<file path="src/rtl/SB_codex_pkg.sv">
// Sideband message codes and the LINKINIT responder state encoding,
// shared by the LINKINIT initiator/responder pair and their benches.
package SB_codex_pkg;

    typedef enum logic [4:0] {
        SB_NOP                 = 5'd0,
        SB_LINKINIT_REQ_ACTIVE = 5'd1,
        SB_LINKINIT_RSP_ACTIVE = 5'd2,
        SB_MBINIT_DONE_REQ     = 5'd3,
        SB_MBINIT_DONE_RSP     = 5'd4,
        SB_TRAINERROR_REQ      = 5'd5,
        SB_TRAINERROR_RSP      = 5'd6
    } SB_msg_t;

    typedef enum logic [2:0] {
        LIR_IDLE     = 3'd0,
        LIR_WAIT_REQ = 3'd1,
        LIR_SEND_RSP = 3'd2,
        LIR_DONE     = 3'd3,
        LIR_ERROR    = 3'd4
    } linkinit_rsp_state_t;

    localparam int unsigned SB_DATA_W = 64;
    localparam int unsigned UNEXP_W   = 4;

    function automatic logic [UNEXP_W-1:0] sat_inc(input logic [UNEXP_W-1:0] v);
        return (v == {UNEXP_W{1'b1}}) ? v : v + 1'b1;
    endfunction

endpackage

</file>
<file path="src/rtl/linkinit_sb_responder.sv">
// LINKINIT sideband responder: answers the partner's Req.Active with an echoed Rsp.Active.
// Outputs registered from next state; LINKINIT_RSP_DUP_EN lets DONE re-answer a retried request.
module linkinit_sb_responder
    import SB_codex_pkg::*;
#(
    parameter int unsigned MAX_UNEXPECTED = 8
) (
    input  logic                 clk_100MHz,
    input  logic                 reset,
    input  logic                 enable_i,
    output logic                 rsp_done_o,
    output logic                 rsp_error_o,
    output SB_msg_t              SB_TX_msg_o,
    output logic [SB_DATA_W-1:0] SB_TX_dataBus_o,
    output logic                 SB_TX_msg_valid_o,
    input  logic                 SB_TX_msg_sendNextFlag_i,
    input  SB_msg_t              SB_RX_msg_i,
    input  logic [SB_DATA_W-1:0] SB_RX_dataBus_i,
    output logic                 SB_RX_msg_req_o,
    input  logic                 SB_RX_msg_valid_i,
    input  logic                 SBmessage_retry_timeout_flag,
    output logic                 reset_SBmessage_retry_timeout,
    output logic                 reset_state_timeout_counter_o
);

    localparam logic [UNEXP_W-1:0] MAX_CNT = UNEXP_W'(MAX_UNEXPECTED);

    linkinit_rsp_state_t  state_q, state_d;
    logic [UNEXP_W-1:0]   unexp_cnt_q, unexp_cnt_d;
    logic [SB_DATA_W-1:0] payload_q, payload_d;

    logic                 retry_clr_d, state_clr_d;
    logic                 tx_vld_d, rx_req_d, done_d, err_d;
    SB_msg_t              tx_msg_d;
    logic [SB_DATA_W-1:0] tx_dat_d;

    logic rx_take, req_match, tx_accept;

    assign rx_take   = SB_RX_msg_valid_i & SB_RX_msg_req_o;
    assign req_match = rx_take && (SB_RX_msg_i == SB_LINKINIT_REQ_ACTIVE);
    assign tx_accept = SB_TX_msg_valid_o & SB_TX_msg_sendNextFlag_i;

    always_comb begin
        state_d     = state_q;
        unexp_cnt_d = unexp_cnt_q;
        payload_d   = payload_q;
        retry_clr_d = 1'b0;
        state_clr_d = 1'b0;

        if (!enable_i) begin
            state_d = LIR_IDLE;
        end else begin
            case (state_q)
                LIR_IDLE: begin
                    state_d     = LIR_WAIT_REQ;
                    unexp_cnt_d = '0;
                    retry_clr_d = 1'b1;
                    state_clr_d = 1'b1;
                end
                LIR_WAIT_REQ: begin
                    // A matching request beats a timeout landing in the same cycle.
                    if (req_match) begin
                        payload_d   = SB_RX_dataBus_i;
                        state_d     = LIR_SEND_RSP;
                        retry_clr_d = 1'b1;
                    end else begin
                        if (rx_take) begin
                            unexp_cnt_d = sat_inc(unexp_cnt_q);
                            if (unexp_cnt_d >= MAX_CNT) begin
                                state_d = LIR_ERROR;
                            end
                        end
                        if (SBmessage_retry_timeout_flag) begin
                            state_d = LIR_ERROR;
                        end
                    end
                end
                LIR_SEND_RSP: begin
                    if (tx_accept) begin
                        state_d = LIR_DONE;
                    end else if (SBmessage_retry_timeout_flag) begin
                        state_d = LIR_ERROR;
                    end
                end
                LIR_DONE: begin
`ifdef LINKINIT_RSP_DUP_EN
                    // Partner lost our response and retried: answer again with its new payload.
                    if (req_match) begin
                        payload_d   = SB_RX_dataBus_i;
                        state_d     = LIR_SEND_RSP;
                        retry_clr_d = 1'b1;
                    end
`endif
                end
                LIR_ERROR: begin
                    state_d = LIR_ERROR;
                end
                default: begin
                    state_d = LIR_IDLE;
                end
            endcase
        end
    end

    always_comb begin
        tx_vld_d = (state_d == LIR_SEND_RSP);
        tx_msg_d = tx_vld_d ? SB_LINKINIT_RSP_ACTIVE : SB_NOP;
        tx_dat_d = tx_vld_d ? payload_d : '0;
        done_d   = (state_d == LIR_DONE);
        err_d    = (state_d == LIR_ERROR);
`ifdef LINKINIT_RSP_DUP_EN
        rx_req_d = (state_d == LIR_WAIT_REQ) || (state_d == LIR_DONE);
`else
        rx_req_d = (state_d == LIR_WAIT_REQ);
`endif
    end

    always_ff @(posedge clk_100MHz or posedge reset) begin
        if (reset) begin
            state_q                       <= LIR_IDLE;
            unexp_cnt_q                   <= '0;
            payload_q                     <= '0;
            rsp_done_o                    <= 1'b0;
            rsp_error_o                   <= 1'b0;
            SB_TX_msg_o                   <= SB_NOP;
            SB_TX_dataBus_o               <= '0;
            SB_TX_msg_valid_o             <= 1'b0;
            SB_RX_msg_req_o               <= 1'b0;
            reset_SBmessage_retry_timeout <= 1'b0;
            reset_state_timeout_counter_o <= 1'b0;
        end else begin
            state_q                       <= state_d;
            unexp_cnt_q                   <= unexp_cnt_d;
            payload_q                     <= payload_d;
            rsp_done_o                    <= done_d;
            rsp_error_o                   <= err_d;
            SB_TX_msg_o                   <= tx_msg_d;
            SB_TX_dataBus_o               <= tx_dat_d;
            SB_TX_msg_valid_o             <= tx_vld_d;
            SB_RX_msg_req_o               <= rx_req_d;
            reset_SBmessage_retry_timeout <= retry_clr_d;
            reset_state_timeout_counter_o <= state_clr_d;
        end
    end

endmodule

</file>
<file path="config.mk">
export PLATFORM = sky130hd
export DESIGN_NAME = linkinit_sb_responder
export DESIGN_NICKNAME = d
export VERILOG_FILES = /design/src/rtl/SB_codex_pkg.sv /design/src/rtl/linkinit_sb_responder.sv
export SDC_FILE = /design/constraint.sdc
export NUM_CORES = 1
export LEC_CHECK = 0
export ABC_CLOCK_PERIOD_IN_PS = 4640
export CAP_MARGIN = 20
export CORE_UTILIZATION = 35
export DETAILED_ROUTE_END_ITERATION = 10
export GPL_TIMING_DRIVEN = 1
export PLACE_DENSITY = 0.72
export SYNTH_ARGS = -nofsm -noshare
export SYNTH_HDL_FRONTEND = slang
export SYNTH_SLANG_ARGS = --single-unit
</file>
<file path="constraint.sdc">
create_clock -name clk_100MHz -period 4.64 [get_ports clk_100MHz]
set_input_delay 0.464 -clock clk_100MHz [delete_from_list [all_inputs] [get_ports clk_100MHz]]
set_output_delay 0.464 -clock clk_100MHz [all_outputs]
set_load 0.01 [all_outputs]
</file>
* Yosys cells after proc, flatten, opt, wreduce, memory -nomap -nowiden
Index checks and enable logic that the tools add are counted. Widths: inputs -> output; s select.
Operators by class: $add $sub $neg 1, multipliers 0, divide/modulo/power cells 0, magnitude comparators 1, eq/ne operators 12, shift-type cells 0, multiplexer cells 22, bitwise logic cells 2, reductions and logical operators 4
Operators with widths (number):
- $mux 64 | 4
- $mux 3 | 7
- $pmux 3 s5 | 1
- $eq 3x2->1 const B | 4
- $mux 4 | 3
- $pmux 4 s2 | 1
- $eq 3x1->1 const B | 2
- $eq 3x3->1 const B | 2
- $eq 5x1->1 const B | 1
- $add 4x1->4 const B | 1
- $eq 4x4->1 const B | 1
- $ge 4x4->1 const B | 1
- $mux 1 | 4
- $ne 2x2->1 const B | 2
- $reduce_and 4->1 | 1
- $logic_not 3->1 | 1
- $and 1x1->1 | 2
- $mux 2 | 1
- $pmux 1 s2 | 1
- $reduce_bool 2->1 | 1
- $logic_and 1x1->1 | 1
Word-level totals: register bits after elaboration 143, latch bits 0, RAM bits 0, memory bits (read-only) 0, bits of input ports 75, output and inout port bits 75, word-level logic and storage cells 53, memories kept 0

* Depth between registers and ports, before layout
Gate-level depths: netlist of the first run.
depth after elaboration 11, gate-level depth with buffers 7

* Worst setup path after synthesis of the first run
OpenSTA, ideal clock, no wires.
path kind in2reg, start point in SB_RX_msg_i[1], end point reg SB_TX_dataBus_o[14], arrival time 1.651 ns, setup slack 2.916 ns, cell stages on the path 6, cells stage by stage nor3b_4 and4_1 a2bb2o_4 buf_6 buf_6 a21oi_2
On the way: word-level cells in the longest chain between the ends 7, elaborated cells between the ends (all ways) 10
Ends and longest elaborated chain:
- from (decl) | line linkinit_sb_responder.sv:17 | input SB_msg_t SB_RX_msg_i,
- $eq 5x1->1 (*) | line linkinit_sb_responder.sv:40 | assign req_match = rx_take && (SB_RX_msg_i == SB_LINKINIT_REQ_ACTIVE);
- $logic_and 1x1->1 (*) | line linkinit_sb_responder.sv:40
- $mux 3 | line linkinit_sb_responder.sv:62 | if (req_match) begin
- $pmux 3 s5 | line linkinit_sb_responder.sv:53 | case (state_q)
- $mux 3 | line linkinit_sb_responder.sv:50 | if (!enable_i) begin
- $eq 3x2->1 | line linkinit_sb_responder.sv:106 | tx_vld_d = (state_d == LIR_SEND_RSP);
- $mux 64 (*) | line linkinit_sb_responder.sv:108 | tx_dat_d = tx_vld_d ? payload_d : '0;
- net tx_dat_d[14] | line linkinit_sb_responder.sv:35 | logic [SB_DATA_W-1:0] tx_dat_d;
- to (signal assigned) | line linkinit_sb_responder.sv:138 | SB_TX_dataBus_o <= tx_dat_d;
- to (decl) | line linkinit_sb_responder.sv:14 | output logic [SB_DATA_W-1:0] SB_TX_dataBus_o,
The timed path passes the listed nets; every way through them passes the cells marked *. A chain may end at the register's enable or synchronous reset.

* Worst setup path after layout of the first run
start point in SB_RX_msg_i[4], end point reg SB_TX_msg_o[1]
On the way: word-level cells in the longest chain between the ends 7
Ends and longest elaborated chain:
- $eq 5x1->1 | line linkinit_sb_responder.sv:40
- $logic_and 1x1->1 | line linkinit_sb_responder.sv:40
- $mux 3 | line linkinit_sb_responder.sv:62
- $pmux 3 s5 | line linkinit_sb_responder.sv:53
- $mux 3 | line linkinit_sb_responder.sv:50
- $eq 3x2->1 | line linkinit_sb_responder.sv:106
- net tx_vld_d | line linkinit_sb_responder.sv:33 | logic tx_vld_d, rx_req_d, done_d, err_d;
- $mux 2 | line linkinit_sb_responder.sv:107 | tx_msg_d = tx_vld_d ? SB_LINKINIT_RSP_ACTIVE : SB_NOP;
- to (signal assigned) | line linkinit_sb_responder.sv:137 | SB_TX_msg_o <= tx_msg_d;
- to (decl) | line linkinit_sb_responder.sv:13 | output SB_msg_t SB_TX_msg_o,
The timed path passes the listed nets, and every way through them passes these cells.

==> results of run 1 <==
-- area by class of cell --
type                    count  area share
flip-flops and latches    141      0.4648
inverters                   7    0.004121
well taps                 188     0.03099
multi-input cells         320      0.2237
clock buffers              21     0.05934
repair buffers            149      0.1952
clock inverters            11     0.02192
-- final timing paths --
path	endpoint	slack, ns	depth (start not counted)
worst min-delay path	payload_q[6]$_DFF_PP0_	0.46	2
max in group asynchronous	payload_q[39]$_DFF_PP0_	2.93	3
worst max register to register	SB_TX_msg_o[1]$_DFF_PP0_	2.31	4
min in group asynchronous	SB_TX_dataBus_o[24]$_DFF_PP0_	0.64	2
worst min register to register	payload_q[6]$_DFF_PP0_	0.46	2
worst max-delay path	SB_TX_msg_o[1]$_DFF_PP0_	2.26	5
-- per-stage QoR --
step | power, mW | hold WS [ns]
after CTS | 2.928 | 0.4648
after detailed placement | 1.508 | 0.4523
after global routing | 3.008 | 0.4890
after global placement | 1.500 | 0.4450
after floorplan | 1.409 | 0.4327
final | 2.892 | 0.4632
-- sequential cells by signal, indices dropped and copies added (netlist names) --
signal,cells
SB_TX_msg_o,1
SB_TX_dataBus_o,64
unexp_cnt_q,4
rsp_done_o,1
state_q,3
reset_state_timeout_counter_o,1
reset_SBmessage_retry_timeout,1
rsp_error_o,1
payload_q,64
SB_RX_msg_req_o,1
-- kinds of logic (layout without fill, tap and decap cells) --
kind of cell / Yosys count / in the layout / share of synthesized area
simple gates: 225 / 225 / 0.1704
flops: 141 / 141 / 0.6495
compound gates: 89 / 89 / 0.1350
buf+inv: 36 / 188 / 0.04030
fa+ha+maj: 1 / 1 / 0.002303
other cells: 1 / 4 / 0.0006903
mux: 1 / 1 / 0.001843
-- report_power, final --
group          total, mW  leakage (nW)  switching [mW]  internal [mW]
Sequential          1.29          1.96          0.0238           1.26
Clock               1.41         0.293           0.495          0.911
Combinational      0.198          1.28          0.0957          0.103
-- metal layers --
metal / share of wire / track usage
met1: 0.45 / 0.1901
met2: 0.48 / 0.2467
met4: 0.017 / 0.06945
met5: 0 / 0
met3: 0.052 / 0.03669
-- worst max-delay path, stage by stage --
cell and delay, ns:
clkdlybuf4s50_1 0.50, and4bb_2 0.27, and4_2 0.25, a2bb2o_4 0.88
inv_1 0.13
-- layout by cell type, fill, tap and decap left out, types with 2 or more instances in the layout --
| master | netlist | routed |
|---|---|---|
| dfrtp_1 | 141 | 141 |
| o21ai_0 | 3 | 3 |
| buf_4 | 8 | 4 |
| nor3b_1 | 2 | 2 |
| nor3b_4 | 2 | 2 |
| nand3_1 | 6 | 6 |
| clkdlybuf4s50_1 | 0 | 145 |
| clkbuf_1 | 2 | 3 |
| nor2_1 | 8 | 8 |
| nor2b_1 | 2 | 2 |
| conb_1 | 1 | 4 |
| clkbuf_16 | 0 | 17 |
| nand2_1 | 198 | 198 |
| a211oi_1 | 4 | 4 |
| or3b_2 | 2 | 2 |
| inv_1 | 7 | 6 |
| clkinvlp_4 | 0 | 3 |
| o2bb2ai_1 | 2 | 2 |
| a21oi_1 | 19 | 19 |
| a21oi_2 | 50 | 50 |
| bufinv_16 | 0 | 4 |
| o21a_1 | 2 | 2 |
| clkinv_2 | 0 | 3 |
==> results by group, run 1 <==
Run status
  • Status: completed

Clock tree
  • Post-CTS setup buffer count: 0
  • Max H-tree Level: 4
  • Buffer levels on the longest clock path: 2
  • PostCTS Resize Cnt: 0
  • Clk_lat worst skew: 0.41 ns
  • CTS tree: done
  • Clk sink count: 141
  • Root Driver: clkbuf_16
  • Num CTS Buffers: 17
  • CTS clk-pin slew, worst paths: 0.06 ns
  • Hold buffer count at cts: 0

Timing
  • Fmax: 420.3 MHz
  • Setup ws final: 2.261 ns
  • Final slew viol count: 0
  • Final period util: 0.5128
  • Slew margin rel.: 0.2522
  • Worst Tran Pin Value: 1.122 ns
  • Setup TNS: 0 ns
  • RSZ-0062 raised after global routing: false
  • Count of final setup violators: 0
  • Hold Fails Final Rpt: 0
  • Clock skew: 0.005649 ns
  • Fin crit period: 2.379 ns

Layout
  • Non-Filler Instances: 837
  • Share of cells above drive strength 1: 0.1433
  • Final instance area: 7591 um2
  • Fill count: 1391
  • Layout Nets: 712
  • Area growth syn-to-layout: 39.73%
  • ANT cells: 0
  • FF+latch area: 3528 um2
  • Post-Route Utilization: 0.4993
  • Multi-input gate area: 1698 um2

Floorplanning
  • Die area: 16020 um2
  • Starting Density: 0.3574
  • Core Box Area: 15200 um2
  • # rows: 45
  • Die X-Extent: 126.6 um
  • Die H: 126.6 um
  • Io pins: 150

Placement
  • IO Port Bufs: 145
  • Post-DP HPWL: 7474 um
  • Final RePlAce weighted congestion: 0.7927
  • Placed instance area: 6974 um2
  • DP Cell Count: 805
  • Pre-CTS setup slack: 1.866 ns

Worst setup path
  • Crit start category: input port
  • Crit path arrival time: 2.62 ns
  • CP Capture Type: flip-flop
  • Critical Path RT: 4.88 ns
  • Worst r2r src: state_q[0]$_DFF_PP0_
  • Worst-path fanout max: 65
  • WS Path Type: in -> reg
  • Crit path launch: SB_RX_msg_i[4]

Route
  • Post-DRT Antenna Nets: 0
  • First-pass iteration count of the detailed router: 4
  • Wirelength, routed: 11300 um
  • Routed wire per std cell: 13.50 um
  • DRT iter0 DRCs: 213
  • Residual DRC: 0
  • Vias: 3901
  • Vias/cell: 4.661

GRT
  • Gr usage total: 0.1511
  • Congestion Overflow GR: 0
  • Pin count of the biggest net entering global routing: 106
  • Vias in the first global route: 4093
  • Antenna violations before repair: 0
  • First-pass GRT wire length: 19100 um

Power
  • Max VDD drop: 0.2204 mV
  • Leak Pwr: 3.532 nW
  • Power per cell area: 381.0 nW/um2

Logic synthesis
  • Post-synth top area share: 0.6495
  • EDFF count, synth: 0
  • Count of cell types in the netlist: 37
  • Synth warn: 0
  • Most common cell in the netlist: nand2_1
  • Gate Count Post-Synth: 494
  • Commonest cells post-synth: 198 x nand2_1, 141 x dfrtp_1, 50 x a21oi_2
  • Synth top area cells: dfrtp_1 65%, nand2_1 14%, a21oi_2 8.1%
  • Post-synthesis sequential area ratio: 0.6495
  • Prevailing post-synth register cell: dfrtp_1
  • Synth Register Bits: 141
  • Syn Area/Cell: 11.00 um2
  • Asr flop ratio synth: 1.000
  • Synth area leader: dfrtp_1
  • Mapped Area: 5433 um2

Min path
  • Worst hold start: payload_q[6]$_DFF_PP0_
  • HP Class: reg -> reg

Run
  • Maxcap violations: 0
Note: power is estimated with default switching activity, not from simulation.
==> run 2: changes to the inputs <==
--- a/config.mk
+++ b/config.mk
@@ -5,12 +5,12 @@
 export SDC_FILE = /design/constraint.sdc
 export NUM_CORES = 1
 export LEC_CHECK = 0
-export ABC_CLOCK_PERIOD_IN_PS = 4640
+export ABC_CLOCK_PERIOD_IN_PS = 2100
 export CAP_MARGIN = 20
 export CORE_UTILIZATION = 35
 export DETAILED_ROUTE_END_ITERATION = 10
 export GPL_TIMING_DRIVEN = 1
-export PLACE_DENSITY = 0.72
+export PLACE_DENSITY = 0.75
 export SYNTH_ARGS = -nofsm -noshare
 export SYNTH_HDL_FRONTEND = slang
 export SYNTH_SLANG_ARGS = --single-unit
==> constraint.sdc (replaced) <==
create_clock -name clk_100MHz -period 2.1 [get_ports clk_100MHz]
set_input_delay 0.21 -clock clk_100MHz [delete_from_list [all_inputs] [get_ports clk_100MHz]]
set_output_delay 0.21 -clock clk_100MHz [all_outputs]
set_load 0.01 [all_outputs]
==> run 2 against run 1 <==
Critical path depth is the same; sequential power grew 120%; global-route usage grew 1.2 points; clock power grew 99%; combinational power grew 130%.
==> results by group, run 2 (same netlist as run 1, synthesis figures left out) <==
Power
  • Reg power frac: 0.466
  • Power share of the clock group: 0.459
  • Max VDD drop: 0.4937 mV
  • Gate power share: 0.075
  • Pwr Total: 6.103 mW
  • Leak Pwr: 3.562 nW
  • Sw frac: 0.2168
  • Power per cell area: 798.2 nW/um2
  • Int Power: 4.780 mW
  • NetSw: 1.323 mW

Worst setup path
  • Crit path arrival time: 2.18 ns
  • Worst-path fanout max: 65
  • CP Capture Type: flip-flop
  • Reg-to-reg setup timing slack: 0.26 ns
  • Critical Path RT: 2.44 ns
  • WS Path Type: reg -> reg
  • Reg2Reg Depth: 5
  • RR Endpoint: SB_TX_dataBus_o[40]$_DFF_PP0_
  • Worst r2r src: state_q[2]$_DFF_PP0_
  • Crit start category: flip-flop

Timing
  • Fin crit period: 1.842 ns
  • RSZ-0062 raised after global routing: false
  • Fmax: 542.7 MHz
  • Setup TNS: 0 ns
  • Setup ws final: 0.2575 ns
  • Worst Tran Pin Value: 0.5024 ns
  • Clock skew: 0.007610 ns
  • Final slew viol count: 0
  • Hold Fails Final Rpt: 0
  • Final period util: 0.8774
  • Count of final setup violators: 0
  • Slew margin rel.: 0.6651

Clock tree
  • Root Driver: clkbuf_16
  • Post-CTS setup buffer count: 0
  • Num CTS Buffers: 17
  • PostCTS Resize Cnt: 0
  • Clk_lat worst skew: 0.41 ns
  • CTS clk-pin slew, worst paths: 0.06 ns
  • Clk sink count: 141
  • Buffer levels on the longest clock path: 2
  • CTS tree: done
  • Max H-tree Level: 4
  • Hold buffer count at cts: 0

GRT
  • First-pass GRT wire length: 20050 um
  • Gr usage total: 0.1630
  • Met3 Use GR: 0.04935
  • Grt met2 use: 0.2782
  • Gr busiest metal: met2
  • Congestion Overflow GR: 0
  • Met1 usage: 0.1921
  • Antenna violations before repair: 0
  • Vias in the first global route: 4186
  • Pin count of the biggest net entering global routing: 75

Route
  • Residual DRC: 0
  • Vias/cell: 4.815
  • Post-DRT Antenna Nets: 0
  • Vias: 4049
  • Wirelength, routed: 12240 um
  • First-pass iteration count of the detailed router: 4
  • Routed wire per std cell: 14.55 um
  • DRT iter0 DRCs: 201

Placement
  • Pre-CTS setup slack: 0.06480 ns
  • DP Cell Count: 812
  • IO Port Bufs: 145
  • Post-DP HPWL: 8305 um
  • Final RePlAce weighted congestion: 0.8407

Layout
  • Area growth syn-to-layout: 40.74%
  • Post-Route Utilization: 0.5030
  • Non-Filler Instances: 841
  • Most frequent cells in the layout: 198 x nand2_1, 145 x clkdlybuf4s50_1, 141 x dfrtp_1, 50 x a21oi_2, 19 x a21oi_1
  • Share of cells above drive strength 1: 0.1485
  • Commonest non-fill, non-tap cell in the layout: nand2_1
  • Top Registers: SB_TX_dataBus_o: 64 flops, payload_q: 64 flops, unexp_cnt_q: 4 flops
  • Layout Nets: 719
  • ANT cells: 0

Floorplanning
  • Io pins: 150
  • Die X-Extent: 126.6 um
  • Die H: 126.6 um
  • # rows: 45
  • Core Box Area: 15200 um2
  • Starting Density: 0.3574
  • Die area: 16020 um2

Run
  • Maxcap violations: 0

Run status
  • Status: completed

Min path
  • HP Class: in -> async
## run 2: power groups by stage
stage	logic, mW	registers (mW)	clock network [mW]
3_5_place_dp	0.463	2.89	0
3_3_place_gp	0.452	2.88	0
4_1_cts	0.467	2.84	2.87
6_report	0.460	2.84	2.80
2_1_floorplan	0.241	2.87	0
5_1_grt	0.510	2.85	3.00
## run 2: final cells by class
cell class	count	area [um2]
tap	188	235.2
multi-input combinational	320	1698
sequential	141	3528
timing repair buffer	156	1609
clock inverter	8	95.09
fill	1353	7556
inverter	7	30.03
clock buffer	21	450.4
## run 2: how the worst max path moves through the flow
stage / startpoint / endpoint / cells past startpoint
2_1_floorplan: reset / SB_RX_msg_req_o$_DFF_PP0_ / 1
3_3_place_gp: SB_RX_msg_i[4] / SB_TX_dataBus_o[28]$_DFF_PP0_ / 6
3_5_place_dp: SB_RX_msg_i[4] / SB_TX_dataBus_o[41]$_DFF_PP0_ / 6
4_1_cts: state_q[2]$_DFF_PP0_ / SB_TX_dataBus_o[40]$_DFF_PP0_ / 5
5_1_grt: state_q[0]$_DFF_PP0_ / SB_TX_dataBus_o[50]$_DFF_PP0_ / 5
6_report: state_q[2]$_DFF_PP0_ / SB_TX_dataBus_o[40]$_DFF_PP0_ / 5
## run 2: worst max-delay path: stages (launching register included)
cell and delay [ns]:
dfrtp_1 0.50, nor3b_4 0.31, and4_2 0.33, buf_12 0.30, nand2_1 0.16, a21oi_2 0.16
## run 2: metrics by stage
stage | cell area (um2) | hold WS (ns)
floorplan | 5448 | 0.3405
global placement | 7101 | 0.4434
detailed placement | 7101 | 0.4534
CTS | 7646 | 0.1538
global route | 7646 | 0.1813
finish | 7646 | 0.1505
## run 2: metal layers
layer,up-vias,part of all wire
met4,0,0.020
met5,-,0
met1,1975,0.41
met2,157,0.50
li1,1890,-
met3,27,0.069
